--- src/rtl/fish_spawn_scheduler.sv ---
// fish_spawn_scheduler
//   Fish/level progression for the fishing game. Player movement arms a
//   spawn delay, the fish then sweeps right-to-left, freezes on a hook
//   request, and each landed catch advances the level until the win state.
//   All state advances on the game-tick clock.
//
// Ports
//   clk          in   game-tick clock
//   rst          in   asynchronous active-high reset
//   move         in   player moving left or right
//   hook_req     in   up pressed while the hook overlaps the fish
//   landed       in   reeled fish reached the surface
//   fish_xpos    out  fish left-edge x (10 bits)
//   fish_ypos    out  fish centre y (10 bits), derived from level
//   level        out  current level 0..3
//   fish_visible out  fish drawn (swimming or hooked)
//   fish_hooked  out  fish is on the hook
//   level_done   out  one-tick pulse on level completion
//   win          out  all four levels completed
//
// Build option
//   SPAWN_SPEEDUP_EN : swim step becomes SPEED + level instead of SPEED.

module fish_spawn_scheduler #(
    parameter int unsigned X_START     = 798,
    parameter int unsigned X_MIN       = 144,
    parameter int unsigned SPAWN_DELAY = 400,
    parameter int unsigned SPEED       = 2
) (
    input  logic       clk,
    input  logic       rst,
    input  logic       move,
    input  logic       hook_req,
    input  logic       landed,
    output logic [9:0] fish_xpos,
    output logic [9:0] fish_ypos,
    output logic [1:0] level,
    output logic       fish_visible,
    output logic       fish_hooked,
    output logic       level_done,
    output logic       win
);

    localparam logic [9:0] XS = 10'(X_START);
    localparam logic [9:0] XM = 10'(X_MIN);
    localparam logic [9:0] SD = 10'(SPAWN_DELAY);

    typedef enum logic [2:0] {
        S_ARM,
        S_SWIM,
        S_HOOKED,
        S_LANDED,
        S_WIN
    } state_t;

    state_t     state, state_n;
    logic [9:0] delay_cnt, delay_cnt_n;
    logic [9:0] xpos_n;
    logic [1:0] level_n;
    logic [9:0] step;

    function automatic logic [9:0] ypos_for(input logic [1:0] lvl);
        case (lvl)
            2'd0:    return 10'd470;
            2'd1:    return 10'd380;
            2'd2:    return 10'd290;
            default: return 10'd200;
        endcase
    endfunction

    always_comb begin
`ifdef SPAWN_SPEEDUP_EN
        step = 10'(SPEED) + {8'b0, level};
`else
        step = 10'(SPEED);
`endif
    end

    always_comb begin
        state_n     = state;
        delay_cnt_n = delay_cnt;
        xpos_n      = fish_xpos;
        level_n     = level;
        case (state)
            S_ARM: begin
                xpos_n = XS;
                // Release does not need move on the releasing tick.
                if (delay_cnt == SD)
                    state_n = S_SWIM;
                else if (move && delay_cnt < SD)
                    delay_cnt_n = delay_cnt + 10'd1;
            end
            S_SWIM: begin
                // Hook beats wrap; wrap test runs before the subtract so
                // x never drops to or below X_MIN.
                if (hook_req) begin
                    state_n = S_HOOKED;
                end else if (fish_xpos <= XM + step) begin
                    xpos_n      = XS;
                    delay_cnt_n = '0;
                    state_n     = S_ARM;
                end else begin
                    xpos_n = fish_xpos - step;
                end
            end
            S_HOOKED: begin
                if (landed)
                    state_n = S_LANDED;
            end
            S_LANDED: begin
                if (level == 2'd3) begin
                    state_n = S_WIN;
                end else begin
                    level_n     = level + 2'd1;
                    xpos_n      = XS;
                    delay_cnt_n = '0;
                    state_n     = S_ARM;
                end
            end
            S_WIN: begin
                if (move) begin
                    level_n     = '0;
                    delay_cnt_n = '0;
                    xpos_n      = XS;
                    state_n     = S_ARM;
                end
            end
            default: state_n = S_ARM;
        endcase
    end

    // Flags are registered from the next state so they line up with state.
    always_ff @(posedge clk or posedge rst) begin
        if (rst) begin
            state        <= S_ARM;
            delay_cnt    <= '0;
            fish_xpos    <= XS;
            fish_ypos    <= 10'd470;
            level        <= '0;
            fish_visible <= 1'b0;
            fish_hooked  <= 1'b0;
            level_done   <= 1'b0;
            win          <= 1'b0;
        end else begin
            state        <= state_n;
            delay_cnt    <= delay_cnt_n;
            fish_xpos    <= xpos_n;
            fish_ypos    <= ypos_for(level_n);
            level        <= level_n;
            fish_visible <= (state_n == S_SWIM) || (state_n == S_HOOKED);
            fish_hooked  <= (state_n == S_HOOKED);
            level_done   <= (state_n == S_LANDED);
            win          <= (state_n == S_WIN);
        end
    end

endmodule
--- config.mk ---
export PLATFORM = sky130hd
export DESIGN_NAME = fish_spawn_scheduler
export DESIGN_NICKNAME = d
export VERILOG_FILES = /design/src/rtl/fish_spawn_scheduler.sv
export SDC_FILE = /design/constraint.sdc
export NUM_CORES = 1
export LEC_CHECK = 0
export BUFFER_PORTS_ARGS = -buffer_cell sky130_fd_sc_hd__buf_4
export CORE_UTILIZATION = 60
export CTS_BUF_LIST = sky130_fd_sc_hd__clkbuf_2
export CTS_CLUSTER_SIZE = 14
export DETAILED_ROUTE_END_ITERATION = 10
export PLACE_DENSITY = 0.84
export SKIP_CTS_REPAIR_TIMING = 1
export SYNTH_ARGS = -nofsm -noshare
export SYNTH_HDL_FRONTEND = slang
export SYNTH_SLANG_ARGS = --single-unit
--- constraint.sdc ---
create_clock -name clk -period 2.76 [get_ports clk]
set_input_delay 0.276 -clock clk [delete_from_list [all_inputs] [get_ports clk]]
set_output_delay 0.276 -clock clk [all_outputs]
set_load 0.01 [all_outputs]
Word-level counts from Yosys, hierarchy flattened
Index checks and enable logic that the tools add are counted.
- flip-flop bits (word level): 39
- input bits: 5
- logic and storage cells: 62
- add/sub/neg operators: 3
- magnitude comparators: 2
- equality and inequality tests: 18
- muxes and demuxes: 23
- reductions and logical operators: 7
- operator list (kind ; count):
    $mux W10 ; 10
    $pmux W10 S4 ; 2
    $pmux W9 S3 ; 1
    $mux W3 ; 6
    $pmux W3 S5 ; 1
    $eq A3 B2 Y1 const B ; 4
    $ne A2 B2 Y1 const B ; 6
    $add A10 B1 Y10 const B ; 1
    $eq A10 B9 Y1 const B ; 1
    $le A10 B8 Y1 const B ; 1
    $lt A10 B9 Y1 const B ; 1
    $sub A10 B2 Y10 const B ; 1
    $reduce_and A7 Y1 ; 1
    $eq A3 B1 Y1 const B ; 2
    $eq A3 B3 Y1 const B ; 2
    $eq A2 B2 Y1 const B ; 2
    $mux W2 ; 2
    $pmux W2 S2 ; 1
    $reduce_and A4 Y1 ; 1
    $reduce_bool A4 Y1 ; 1
    $logic_not A3 Y1 ; 1
    $add A2 B1 Y2 const B ; 1
    $eq A2 B1 Y1 const B ; 1
    $logic_not A2 Y1 ; 1
    other kinds (2) ; 2

Logic depth before layout (Yosys ltp)
- depth after elaboration: 6
- mapped depth: 8
- gate-level depth less buffers: 7

Worst setup path after synthesis
OpenSTA, ideal clock, no wires.
- path kind: reg-to-reg
- start: reg state[1]
- end: reg delay_cnt[9]
- arrival time: 1.607 ns
- data required time: 2.631 ns
- path slack: 1.024 ns
- stages on the path, launching flop included: 8
- clock period less this slack: 1.736 ns
- cell sequence: dfrtp_1 > buf_6 > or3b_4 > o22a_4 > and3_4 > buf_6 > a31oi_1 > a21oi_1
- longest elaborated chain between the ends: 3
- elaborated cells between the ends (all ways): 13
- those cells by class: 9 x eq/ne; 1 x mux; 3 x reduce/logical
- RTL lines (item ; line ; source):
    from (decl) ; 56 ; state_t state, state_n;
    from (signal assigned) ; 145 ; state <= state_n;
    $eq A3 B3 Y1 (tied with other cells) ; 84 ; case (state)
    $reduce_bool A4 Y1 (no source line) or $ne A2 B2 Y1 (tied branches) ; n/a ;
    $reduce_and A7 Y1 (no source line) ; n/a ;
    to (signal assigned) ; 146 ; delay_cnt <= delay_cnt_n;
    to (decl) ; 57 ; logic [9:0] delay_cnt, delay_cnt_n;
Several ways; a longest one is shown, not always the timed one.
A chain may end at the register's enable or synchronous reset.

Worst setup path in the final report
- start: reg state[1]
- end: reg fish_xpos[6]
- longest elaborated chain between the ends: 3
- elaborated cells between the ends (all ways): 10
- those cells by class: 6 x eq/ne; 1 x mux; 3 x reduce/logical
- RTL lines (item ; line ; source):
    $eq A3 B3 Y1 (tied with other cells) ; 84 ;
    $reduce_bool A4 Y1 (no source line) or $ne A2 B2 Y1 (tied branches) ; n/a ;
    $reduce_and A4 Y1 (no source line) ; n/a ;
    to (signal assigned) ; 147 ; fish_xpos <= xpos_n;
    to (decl) ; 35 ; output logic [9:0] fish_xpos,
Several ways; a longest one is shown, not always the timed one.

==> run_results.csv <==
group,metric,value,unit
setup_path,cp.arrival,2.44,ns
drt,via_per_inst,6.07,
setup_path,startpoint,"state[1]",
cts,clk_pin_slew,0.17,ns
drt,m1WireLength,1.67,mm
drt,drt_iter0_drc,97,
cts,clock_path_buffers,2,
drt,first_pass_iters,7,
synthesis,synth-seq-cells,34,
global_routing,grt_pass1_vias,1429,
setup_path,cp-end-kind,"flip-flop",
layout,fin_area,2090,um^2
layout,drive_gt1_share,27.6,%
synthesis,syn_area_per_cell,10.3,um^2
drt,met3RoutedLength,204,um
placed_design,place_inst,233,
floorplan,ioPinCount,31,
setup_path,crit_path_max_fanout,11,
power,p_per_area,442,nW/um^2
sta,rsz0062_at_grt,"false",
sta,maxSlewViolCount,0,
synthesis,ys_seq_area_share,46.5,%
run_status,status,"finished, violations left",
sta,worst_slew_pin_slew,1.11,ns
synthesis,synth_edf_count,0,
floorplan,core_area,2850,um^2
sta,hold_viol,0,
sta,setup_violations,0,
setup_path,cpMaxStageDelayCell,"dfrtp_1",
synthesis,netlist_instances,180,
drt,dr.max_layer_used,"met4",
global_routing,grt-ovfl-total,0,
sta,relSlewSlack,25.8,%
setup_path,path_buf_inv,0,
global_routing,grt_max_degree,31,
synthesis,synth-main-ff-cell,"dfrtp_1",
sta,finalCritPeriodShare,77.8,%
cts,cts_tree,"yes",
placed_design,port_buffers,27,
layout,final_cell_count_no_fill,241,
min_path,hp-class,"primary input to asynchronous set/reset pin",
setup_path,startpoint_type,"flip-flop",
synthesis,netlist_area,1860,um^2
setup_path,path_delay_family,"simple AND/OR/NAND/NOR gates",
synthesis,ys_warn_count,0,
sta,setup-tns-final,0,ns
setup_path,reg2reg_from,"state[1]",
sta,max_freq,466,MHz
placed_design,placed_area,2050,um^2
drt,wl_met2,1.93,mm
cts,clock_latency,0.38,ns
power,irDropWorstVdd,0.372,mV
setup_path,crit_type,"flip-flop to flip-flop",
synthesis,yosys-top-cells-area,"dfrtp_1, dfstp_2, ha_1",
drt,vias,1463,
global_routing,grt_pass1_wl,6.64,mm
flow_run,cap_viol_max_count,0,
cts,h-tree-depth,2,
global_routing,grt_usage,26.3,%
setup_path,cpPeakStageDelay,0.53,ns
drt,wirelength,3.90,mm
floorplan,num_rows,19,
layout,nets,221,
power,leakagePower,0.967,nW
floorplan,start_util,65.1,%
setup_path,required,3.05,ns
floorplan,die-area,3320,um^2
cts,numClockSinks,34,
drt,drc,2,
sta,fin_skew,0.0192,ns
drt,postRouteAntennaNets,0,
floorplan,die_w,57.7,um
layout,area_growth,12.3,%
power,power.total,0.921,mW
placed_design,post-dp-hpwl,2.84,mm
setup_path,crit_chain,"or3b_4 -> o22a_4 -> nand3_1 -> nor2_1 -> a32o_1",
floorplan,die_h,57.7,um
sta,min_period,2.15,ns
synthesis,yosysTopAreaCell,"dfrtp_1",
placed_design,gp_congestion,0.897,
synthesis,synthArstFlopShare,100,%
synthesis,synth_top_area_share,31.0,%
run_status,failed_checks,"DRC",
cts,cts_buffers,5,
layout,diodes,0,
cts,cts-root-buf,"clkbuf_2",
synthesis,synth.distinct_cells,55,
drt,routedWlPerCell,16.2,um
global_routing,antenna_found_initial,0,
==> cell type report <==
type,count,area [um^2]
timing repair buffer,29,218
fill,211,767
clock buffer,5,25.0
sequential,34,865
inverter,15,57.6
tap,31,38.8
clock inverter,3,11.3
multi-input combinational,124,871
==> where the power goes <==
part	internal, mW	leakage (nW)	total, mW	switching [mW]
clock network	0.0541	0.0255	0.216	0.162
registers	0.534	0.428	0.585	0.0510
logic	0.0586	0.513	0.120	0.0614
total	0.647	0.967	0.921	0.274
==> routing by layer <==
| metal | up-vias | track usage [%] |
|---|---|---|
| met5 | - | 0 |
| met4 | 0 | 10.9 |
| met3 | 11 | 4.02 |
| met2 | 50 | 41.5 |
| met1 | 699 | 36.6 |
| li1 | 703 | - |
==> Yosys cell counts, drive strengths merged (4+ instances only) <==
library cell / count
o21ai: 7
a31oi: 5
o31ai: 5
and3: 4
nand2: 9
nand2b: 4
or3: 5
dfstp: 11
o41ai: 4
nand3: 9
inv: 14
nor2: 16
ha: 7
dfrtp: 23
buf: 9
nor2b: 5
a21oi: 9
==> flip-flops by register name, indices dropped and copies added, names as in the netlist <==
register,flops
level,1
fish_hooked,1
level_done,1
win,1
state,3
fish_visible,1
fish_xpos,9
delay_cnt,10
fish_ypos,7
==> worst paths after layout <==
check | cells after the start | slack, ns | end
max | 5 | 0.61 | fish_xpos[6]
min | 2 | 0.16 | state[0]
max reg2reg | 5 | 0.61 | fish_xpos[6]
min reg2reg | 2 | 0.51 | fish_xpos[9]
max in group asynchronous | 3 | 1.83 | fish_ypos[1]
min in group clk | 3 | 0.17 | level_done
==> kinds of logic after synthesis <==
logic type               count (synthesis)  synth area share [%]
AO/OA/AOI/OAI                           46                  19.3
adder cells (fa/ha/maj)                  7                  4.71
buffers and inverters                   24                  7.00
flip-flops                              34                  46.5
multiplexers                             1                 0.539
other                                    1                 0.202
AND/OR/NAND/NOR                         67                  21.7
==> metrics by stage <==
stage	worst slack, ns	hold slack [ns]	utilization [%]
2_1_floorplan	1.02	0.409	-
3_3_place_gp	0.747	0.481	71.8
3_5_place_dp	0.650	0.490	71.8
4_1_cts	0.613	0.157	73.1
5_1_grt	0.490	0.148	73.1
6_report	0.613	0.164	73.1
==> cell usage in the layout (no fill, tap or decap), types with 4 or more instances in the layout <==
cell type / instances
clkbuf_2: 5
inv_1: 14
dfrtp_1: 23
o41ai_1: 4
or3_1: 5
ha_1: 7
a21oi_1: 8
nand3_1: 8
o31ai_1: 5
nor2b_1: 5
a31oi_1: 4
o21ai_1: 5
nor2_1: 15
nand2_1: 9
dfstp_2: 11
buf_4: 29
(Power assumes the default switching activity.)
